===== src/rtl/switch_debounce_if.sv =====
// Switch-conditioning bundle: raw switch levels in, debounced code plus strobes out.
`timescale 1ns/1ps
interface switch_debounce_if #(
    parameter int WIDTH = 2
);
    logic [WIDTH-1:0] switch_in;
    logic [WIDTH-1:0] switch_out;
    logic             changed;
    logic             busy;

    modport master (output switch_in, input switch_out, changed, busy);
    modport slave  (input switch_in, output switch_out, changed, busy);
endinterface


===== src/rtl/switch_debounce.sv =====
// Two-flop synchroniser followed by a vector debounce FSM; a new switch code is
// accepted only after DEBOUNCE_CYCLES consecutive identical synchronised samples.
`timescale 1ns/1ps
module switch_debounce #(
    parameter int WIDTH           = 2,
    parameter int DEBOUNCE_CYCLES = 16,
    parameter int CNT_W           = 16
) (
    input  logic              clk,
    input  logic              reset,
    switch_debounce_if.slave  sw
);
    typedef enum logic {STABLE, COUNT} state_t;

    localparam logic [CNT_W-1:0] C_LAST = CNT_W'(DEBOUNCE_CYCLES - 1);
    localparam logic [CNT_W-1:0] C_ONE  = CNT_W'(1);

    logic [WIDTH-1:0] r_sync1;
    logic [WIDTH-1:0] r_sync2;
    logic [WIDTH-1:0] r_switch_out;
    logic [WIDTH-1:0] r_cand;
    logic [CNT_W-1:0] r_cnt;
    logic             r_changed;
    logic             r_busy;
    state_t           r_state;

    state_t           w_state_nxt;
    logic [WIDTH-1:0] w_cand_nxt;
    logic [WIDTH-1:0] w_out_nxt;
    logic [CNT_W-1:0] w_cnt_nxt;
    logic             w_changed_nxt;

    always_comb begin
        // NOTE: every signal gets a default first so no path leaves it unassigned (no latch).
        w_state_nxt   = r_state;
        w_cand_nxt    = r_cand;
        w_out_nxt     = r_switch_out;
        w_cnt_nxt     = r_cnt;
        w_changed_nxt = 1'b0;
        case (r_state)
            STABLE: begin
                w_cnt_nxt = '0;
                if (r_sync2 != r_switch_out) begin
                    w_cand_nxt  = r_sync2;
                    w_cnt_nxt   = C_ONE;
                    w_state_nxt = COUNT;
                end
            end
            COUNT: begin
                if (r_sync2 == r_switch_out) begin
                    w_cnt_nxt   = '0;
                    w_state_nxt = STABLE;
                end else if (r_sync2 != r_cand) begin
                    w_cand_nxt = r_sync2;
                    w_cnt_nxt  = C_ONE;
                end else if (r_cnt == C_LAST) begin
                    w_out_nxt     = r_cand;
                    w_changed_nxt = 1'b1;
                    w_cnt_nxt     = '0;
                    w_state_nxt   = STABLE;
                end else begin
                    w_cnt_nxt = r_cnt + C_ONE;
                end
            end
            default: begin
                w_cnt_nxt   = '0;
                w_state_nxt = STABLE;
            end
        endcase
    end

    // NOTE: sequential state uses non-blocking assignments so all flops update together.
    always_ff @(posedge clk or negedge reset) begin
        if (!reset) begin
            r_sync1      <= '0;
            r_sync2      <= '0;
            r_switch_out <= '0;
            r_cand       <= '0;
            r_cnt        <= '0;
            r_changed    <= 1'b0;
            r_busy       <= 1'b0;
            r_state      <= STABLE;
        end else begin
            r_sync1      <= sw.switch_in;
            r_sync2      <= r_sync1;
            r_switch_out <= w_out_nxt;
            r_cand       <= w_cand_nxt;
            r_cnt        <= w_cnt_nxt;
            r_changed    <= w_changed_nxt;
            r_busy       <= (w_state_nxt == COUNT);
            r_state      <= w_state_nxt;
        end
    end

    assign sw.switch_out = r_switch_out;
    assign sw.changed    = r_changed;
    assign sw.busy       = r_busy;
endmodule

===== src/flat_wrapper.sv =====
// flat-port wrapper written by rule: the top's interface ports become plain ports
module switch_debounce_flat 
#(
    parameter int WIDTH           = 2,
    parameter int DEBOUNCE_CYCLES = 16,
    parameter int CNT_W           = 16
)
  (clk, reset, sw_switch_in, sw_switch_out, sw_changed, sw_busy);
  switch_debounce_if #(.WIDTH(WIDTH)) sw_i ();
  input  logic clk;
  input  logic reset;
  input wire logic [$bits(sw_i.switch_in)-1:0] sw_switch_in;
  output wire logic [$bits(sw_i.switch_out)-1:0] sw_switch_out;
  output wire logic [$bits(sw_i.changed)-1:0] sw_changed;
  output wire logic [$bits(sw_i.busy)-1:0] sw_busy;
  assign sw_i.switch_in = sw_switch_in;
  assign sw_switch_out = sw_i.switch_out;
  assign sw_changed = sw_i.changed;
  assign sw_busy = sw_i.busy;
  switch_debounce #(.WIDTH(WIDTH), .DEBOUNCE_CYCLES(DEBOUNCE_CYCLES), .CNT_W(CNT_W)) u_core (.clk(clk), .reset(reset), .sw(sw_i));
endmodule

===== config.mk =====
export PLATFORM = sky130hd
export DESIGN_NAME = switch_debounce_flat
export DESIGN_NICKNAME = d
export VERILOG_FILES = /design/src/rtl/switch_debounce_if.sv /design/src/rtl/switch_debounce.sv /design/src/flat_wrapper.sv
export SDC_FILE = /design/constraint.sdc
export NUM_CORES = 1
export LEC_CHECK = 0
export CORE_MARGIN = 10
export CORE_UTILIZATION = 29
export DETAILED_ROUTE_END_ITERATION = 16
export PLACE_DENSITY_LB_ADDON = 0.05
export SLEW_MARGIN = 20
export SYNTH_ARGS = -nofsm -noshare
export SYNTH_HDL_FRONTEND = slang
export SYNTH_SLANG_ARGS = --single-unit

===== constraint.sdc =====
create_clock -name clk -period 4.85 [get_ports clk]
set_input_delay 0.97 -clock clk [delete_from_list [all_inputs] [get_ports clk]]
set_output_delay 0.97 -clock clk [all_outputs]
set_load 0.01 [all_outputs]

Word-level counts from Yosys, hierarchy flattened
Cells that the tools add are included.

storage, ports and cells
  ROM bits = 0
  input bits = 4
  output and inout port bits = 4
  memory bits (writable) = 0
  bits in latches = 0
  memories kept = 0
  register bits = 26
  logic and storage cells = 38

cells by class
  shift operators = 0
  $mul = 0
  bitwise gates (word level) = 3
  muxes and demuxes = 18
  equality and inequality tests = 7
  magnitude comparators = 0
  reduce and logical (&&, ||, !) cells = 2
  add/subtract/negate cells = 1
  div/mod/pow operators = 0

operators with widths
  cell                                                              number
  16-bit 2-to-1 mux                                                 3
  16-bit case mux with 2 select lines                               1
  16-bit by 1-bit adder with 16-bit output, second input constant   1
  16-bit by 4-bit == test with 1-bit output, second input constant  1
  1-bit 2-to-1 mux                                                  9
  2-bit 2-to-1 mux                                                  3
  2-bit != test                                                     2
  2-bit != test, second input constant                              2
  2-bit case mux with 2 select lines                                1
  4-bit AND reduction                                               1
  1-bit NOT                                                         3
  3-bit AND reduction                                               1
  2-bit == test                                                     1
  2-bit by 1-bit != test with 1-bit output, second input constant   1
  1-bit case mux with 2 select lines                                1

Depth between registers and ports, before layout
Gate-level depths: netlist (run 1).

  depth after elaboration = 5
  depth in mapped cells = 7
  mapped depth without buffers = 5

Worst setup path before layout (run 1)
OpenSTA, ideal clock, no wires.

  path type = register to register
  from = register u_core.r_cnt[0]
  to = register u_core.r_cnt[11]
  stages on the path, launching flop included = 8
  slack = 3131 ps
  arrival = 1650 ps
  path through = dfrtp_1 ha_1 and3_4 nand4_1 or3b_1 buf_6 buf_12 nor2_2

between the ends
  longest elaborated chain between the ends = 5

RTL lines
  what                                                                                                   line                                          source
  start, declared                                                                                        switch_debounce.sv:22                         logic [CNT_W-1:0] r_cnt;
  start signal, assigned                                                                                 switch_debounce.sv:88                         r_cnt <= w_cnt_nxt;
  16-bit by 1-bit adder with 16-bit output or 16-bit by 4-bit == test with 1-bit output (tied branches)  switch_debounce.sv:62, switch_debounce.sv:56
  16-bit 2-to-1 mux (*)                                                                                  switch_debounce.sv:56                         end else if (r_cnt == C_LAST) begin
  16-bit 2-to-1 mux (*)                                                                                  switch_debounce.sv:53                         end else if (r_sync2 != r_cand) begin
  16-bit 2-to-1 mux (*)                                                                                  switch_debounce.sv:50                         if (r_sync2 == r_switch_out) begin
  16-bit case mux with 2 select lines (*)                                                                switch_debounce.sv:40                         case (r_state)
  via u_core.w_cnt_nxt[11]                                                                               switch_debounce.sv:30                         logic [CNT_W-1:0] w_cnt_nxt;

The timed path passes the listed nets; every way through them passes the cells marked *.
A chain may end at the register's enable or synchronous reset.

Final worst setup path (run 1)
  from = register u_core.r_switch_out[1] (netlist: u_core.sw.switch_out[1])
  to = output sw_switch_out[1]

RTL lines
  what                    line                   source
  start, declared         switch_debounce.sv:20  logic [WIDTH-1:0] r_switch_out;
  start signal, assigned  switch_debounce.sv:86  r_switch_out <= w_out_nxt;
  end, declared           flat_wrapper.sv:13     output wire logic [$bits(sw_i.switch_out)-1:0] sw_switch_out;

No word-level cell between the ends.

==> metrics.cfg, run 1 <==
[drt]
drt-pass1-iter-count = 3
viasPerCell = 4.60
drc = 0
drt_wl_total_mm = 2.13
drtIter0Drc = 34
vias = 763
drtAntennaViolNets = 0
wl_per_cell_microns = 12.8

[logic_synthesis]
synth_top_area_share_pct = 53.8
synthFlopType = dfrtp_1
async_flop_share_pct = 100
synth_seq_cells = 26
ys_top_cells_by_area = dfrtp_1, xnor2_1, mux2_2, nor2_4, nor2_1
synth_common_cells = dfrtp_1, xnor2_1, nor2_1, nor2_2, nor3_1
postSynthAreaPerCell_sq_um = 11.4
syn_inst = 106
synth_edf_count = 0
synth_most_common_cell = dfrtp_1
netlist_area_sq_mm = 0.00121
synth_nets = 111
yosysWarnings = 0
yosysUniqueCellTypes = 21
yosysSeqAreaShare_pct = 53.8
synth_area_leader_cell = dfrtp_1

[critical_path]
r2r-start = u_core.r_cnt[0]$_DFF_PN0_
critPathMaxStageDelay_ns = 0.55
slowest_stage = clkdlybuf4s50_1
worst-path-buf-inv = 1
r2r_cells = 5
start_kind = register
r2r_slack_ns = 2.76
crit_type = reg2out
required_ns = 3.88
r2r-end = u_core.r_cnt[15]$_DFF_PN0_
critPathCaptureType = output port
critPathTopFamily = buffers and inverters
crit_fanout = 3
crit_chain = clkdlybuf4s50_1
path_depth = 1
arrival_ns = 1.21

[outcome]
outcome = complete, no violations

[global_route]
grt_max_degree = 27
grt_usage_pct = 6.49
gr-total-overflow = 0
grt_pass1_wl_mm = 3.90
antenna_found_initial = 0
grt_pass1_vias = 829

[floorplanning]
die_area_sq_mm = 0.00715
num_rows = 23
io_pins = 8
dieWidth_microns = 84.6
die_height_microns = 84.6
coreArea_sq_mm = 0.00403
start_util_pct = 30.0

[layout]
area_delta_synth_final_pct = 13.6
antennaDiodeCount = 0
layout.nets = 122
drive_gt1_share_pct = 19.0
fin_util_pct = 34.1
layoutNonFillerInstCount = 166

[placed_design]
dp_hpwl_mm = 1.55
port-buffer-count = 7
placed_cells = 162
place.gp.congestion = 0.654

[clocking]
cts_tree = done
clk-insertion-delay-late_ns = 0.27
cts_resized = 0
clk_pin_slew_ns = 0.08
htree_num_levels = 1
post_cts_buffers = 0
postCtsHoldBufs = 0
clock-sinks = 26
clockBufferDepth = 2
numCtsBuffers = 3
ctsRootBufferMaster = clkbuf_8

[power_and_ir_drop]
p_per_area_mw_per_mm2 = 284
p_leak_nw = 0.512
ir_drop_v = 0.0000977

[sta]
period_share_pct = 45.0
period_needed_ns = 2.18
finalHoldViolCount = 0
slew_headroom_pct = 42.2
worst_pin_slew_ns = 0.867
tns_ns = 0
rsz0062_at_grt = no
setup_viol = 0
slew_violations = 0
fmax_mhz = 458
finalClockSkew_ns = 0.00319

[worst_hold_path]
hp-start = u_core.r_sync1[1]$_DFF_PN0_
holdPathStages = 0
min_to = u_core.r_sync2[1]$_DFF_PN0_
min_path_type = reg2reg

[run]
max_cap_violations = 0

-- how the worst max path moves through the flow --
| stage | start | slack [ns] | to |
|---|---|---|---|
| after global routing | u_core.r_cnt[0]$_DFF_PN0_ | 2.57 | u_core.r_cnt[2]$_DFF_PN0_ |
| after global placement | u_core.r_cnt[0]$_DFF_PN0_ | 2.77 | u_core.r_cnt[15]$_DFF_PN0_ |
| after floorplan | u_core.r_cnt[0]$_DFF_PN0_ | 3.13 | u_core.r_cnt[11]$_DFF_PN0_ |
| after detailed placement | u_core.r_cnt[8]$_DFF_PN0_ | 2.73 | u_core.r_cnt[3]$_DFF_PN0_ |
| after CTS | u_core.sw.switch_out[1]$_DFFE_PN0P_ | 2.64 | sw_switch_out[1] |
| final | u_core.sw.switch_out[1]$_DFFE_PN0P_ | 2.67 | sw_switch_out[1] |
-- sequential cells by signal, indices dropped and copies added, names as in the netlist --
| name | count |
|---|---|
| u_core.r_sync2 | 2 |
| u_core.r_cnt | 16 |
| u_core.sw.changed | 1 |
| u_core.sw.busy | 1 |
| u_core.r_cand | 2 |
| u_core.r_sync1 | 2 |
| u_core.sw.switch_out | 2 |
-- area by class of cell --
class                      instances  area (sq um)
clock buffer                       4          55.1
fill                             420          2660
inverter                           5          18.8
multi-input combinational         73           508
sequential                        26           651
tap                               50          62.6
timing repair buffer               8          77.6
-- power by group --
part	internal, W	leakage, nW	switching [W]
clock	0.0000725	0.0288	0.0000646
sequential	0.000222	0.342	0.00000408
combinational	0.00000978	0.141	0.0000166
total	0.000304	0.512	0.0000853
-- stage by stage --
step	setup WS (ns)	area (sq um)	total power (W)	hold WS [ns]
after floorplan	3.13	1210	0.000251	0.331
after global placement	2.77	1320	0.000257	0.332
after detailed placement	2.73	1320	0.000258	0.337
after CTS	2.64	1370	0.000396	0.357
after global routing	2.57	1370	0.000406	0.364
final	2.67	1370	0.000390	0.354
-- placed cells by master (no fill, tap or decap), drive strengths merged, types with 2 or more instances in the layout --
master	instances
clkbuf	4
nor3	6
xnor2	13
dfrtp	26
nand2	4
a21oi	2
clkdlybuf4s50	7
mux2	4
inv	5
nand3	5
nor4	6
xor2	4
nor2	21
nand4	4
-- cells by family (layout without fill, tap and decap cells) --
family,Yosys count,in the layout,share of synthesized area [%]
AND/OR/NAND/NOR,48,48,23.4
flip-flops,26,26,53.8
XOR/XNOR,17,17,12.3
buffers and inverters,7,17,4.14
multiplexers,4,4,3.73
AO/OA/AOI/OAI,3,3,1.55
adder cells (fa/ha/maj),1,1,1.04
-- layer usage --
layer / routed length, microns / global-route usage (%) / vias up
li1: - / - / 377
met1: 1080 / 8.44 / 373
met2: 939 / 9.54 / 8
met3: 58 / 1.84 / 5
met4: 46 / 3.14 / 0
met5: 0 / 0 / -
Note: power is estimated with default switching activity, not from simulation.
==> run 2, diff against run 1 <==
- clock period: 4.85 -> 1.9 ns (I/O delays scaled with it)
==> run 2 against run 1 <==
Against the previous run: cell count rose by 4.2%; utilization increased by 2.1 points; largest power group unchanged; via count is 2.5% higher.
==> metrics.cfg, run 2 (synthesis gave the netlist of run 1 again) <==
[critical_path]
arrival_ns = 2.00
critPathMaxStageDelay_ns = 0.42
start_kind = register
crit_type = reg2reg
critPathTopFamily = simple AND/OR/NAND/NOR gates
slowest_stage = or3b_1
critPathCaptureType = register
path_depth = 6
crit_chain = ha_1, and3_4, nand4_1, or3b_1, buf_12, a21oi_1
crit_fanout = 15
r2r_slack_ns = 0.10
required_ns = 2.10
worst-path-buf-inv = 1
r2r_cells = 6

[layout]
largest_reg_flops = 16
final_common_cell = dfrtp_1
layout_common_cells = dfrtp_1, xnor2_1, nor2_1
nFillCells = 402
finalInstanceArea_sq_mm = 0.00146
drive_gt1_share_pct = 24.4
area_delta_synth_final_pct = 20.7
antennaDiodeCount = 0
layoutNonFillerInstCount = 173
layout.nets = 129
top_register = u_core.r_cnt

[power_and_ir_drop]
p_per_area_mw_per_mm2 = 766
power_w = 0.00112
ir_drop_v = 0.000320
p_leak_nw = 0.560

[clocking]
clk-insertion-delay-late_ns = 0.27
numCtsBuffers = 3
clockBufferDepth = 2
cts_tree = done
postCtsHoldBufs = 0
clk_pin_slew_ns = 0.09
ctsRootBufferMaster = clkbuf_8
htree_num_levels = 1
clock-sinks = 26
post_cts_buffers = 0

[placed_design]
placed_cells = 169
dp_hpwl_mm = 1.58
port-buffer-count = 7
place.gp.congestion = 0.671
placed_cell_area_sq_mm = 0.00138

[drt]
drt_wl_total_mm = 2.22
drtAntennaViolNets = 0
drtIter0Drc = 57
drt-pass1-iter-count = 5
viasPerCell = 4.52
wl_per_cell_microns = 12.8
vias = 782
drc = 0

[sta]
period_share_pct = 94.7
period_needed_ns = 1.80
setup_viol = 0
tns_ns = 0
finalClockSkew_ns = 0.00311
slew_violations = 0
finalHoldViolCount = 0
slew_headroom_pct = 75.4
rsz0062_at_grt = yes
fmax_mhz = 556
worst_pin_slew_ns = 0.367

[floorplanning]
io_pins = 8
dieWidth_microns = 84.6
start_util_pct = 30.0
die_area_sq_mm = 0.00715
coreArea_sq_mm = 0.00403
die_height_microns = 84.6
num_rows = 23

[global_route]
gr-total-overflow = 0
grt_max_degree = 27
grt_usage_pct = 6.65
antenna_found_initial = 0
grt_pass1_wl_mm = 3.97
grt_pass1_vias = 825

[run]
max_cap_violations = 0

[outcome]
outcome = complete, no violations

[worst_hold_path]
holdPathStages = 0
min_path_type = reg2reg

==> run 2: what timing repair did <==
item | 4_1_cts | 5_1_grt
endpoints found under the hold margin | 0 | 0
resized for setup | 0 | 1
endpoints found under the setup margin | 0 | 2
==> run 2: final timing paths <==
kind | end | start
worst max-delay path | u_core.r_cnt[15]$_DFF_PN0_ | u_core.r_cnt[0]$_DFF_PN0_
worst min-delay path | u_core.r_sync2[0]$_DFF_PN0_ | u_core.r_sync1[0]$_DFF_PN0_
worst max register to register | u_core.r_cnt[15]$_DFF_PN0_ | u_core.r_cnt[0]$_DFF_PN0_
worst min register to register | u_core.r_sync2[0]$_DFF_PN0_ | u_core.r_sync1[0]$_DFF_PN0_
max in group asynchronous | u_core.r_cnt[14]$_DFF_PN0_ | reset
min in group asynchronous | u_core.sw.switch_out[0]$_DFFE_PN0P_ | reset
==> run 2: cell type report <==
class / count / area [sq um] / share of cell area (%)
Tap cell: 50 / 62.6 / 4.29
Timing Repair Buffer: 15 / 143 / 9.78
Inverter: 5 / 18.8 / 1.29
Clock buffer: 3 / 41.3 / 2.83
Multi-Input combinational cell: 73 / 513 / 35.2
Clock inverter: 1 / 30.0 / 2.06
Sequential cell: 26 / 651 / 44.6
==> run 2: worst reg2reg max path: cells and delay by family, from the launching register on <==
| family | cells | cell delay (ns) |
|---|---|---|
| and+or+nand+nor | 3 | 0.78 |
| AOI/OAI and AO/OA | 1 | 0.12 |
| DFF | 1 | 0.41 |
| adders and majority gates | 1 | 0.24 |
| buffers and inverters | 1 | 0.18 |
==> run 2: through the flow <==
step,hold slack [ns],utilization (%),setup slack (ns)
finish,0.365,36.2,0.101
global route,0.381,36.2,-0.00458
CTS,0.371,36.1,0.0837
detailed placement,0.348,34.3,0.0793
global placement,0.331,34.3,0.101
floorplan,0.0844,-,0.181
==> run 2: power by group <==
group          leakage [nW]  total [W]  switching [W]  internal, W
Clock                0.0357   0.000459       0.000177     0.000282
Combinational         0.182  0.0000804      0.0000464    0.0000340
Sequential            0.342   0.000577      0.0000108     0.000567
Total                 0.560    0.00112       0.000234     0.000883
==> run 2: routing by layer <==
metal,vias to the layer above,wire (microns),track usage [%]
li1,392,-,-
met1,373,1120,8.57
met2,13,985,9.88
met3,4,91,1.93
met4,0,27,3.14
met5,-,0,0
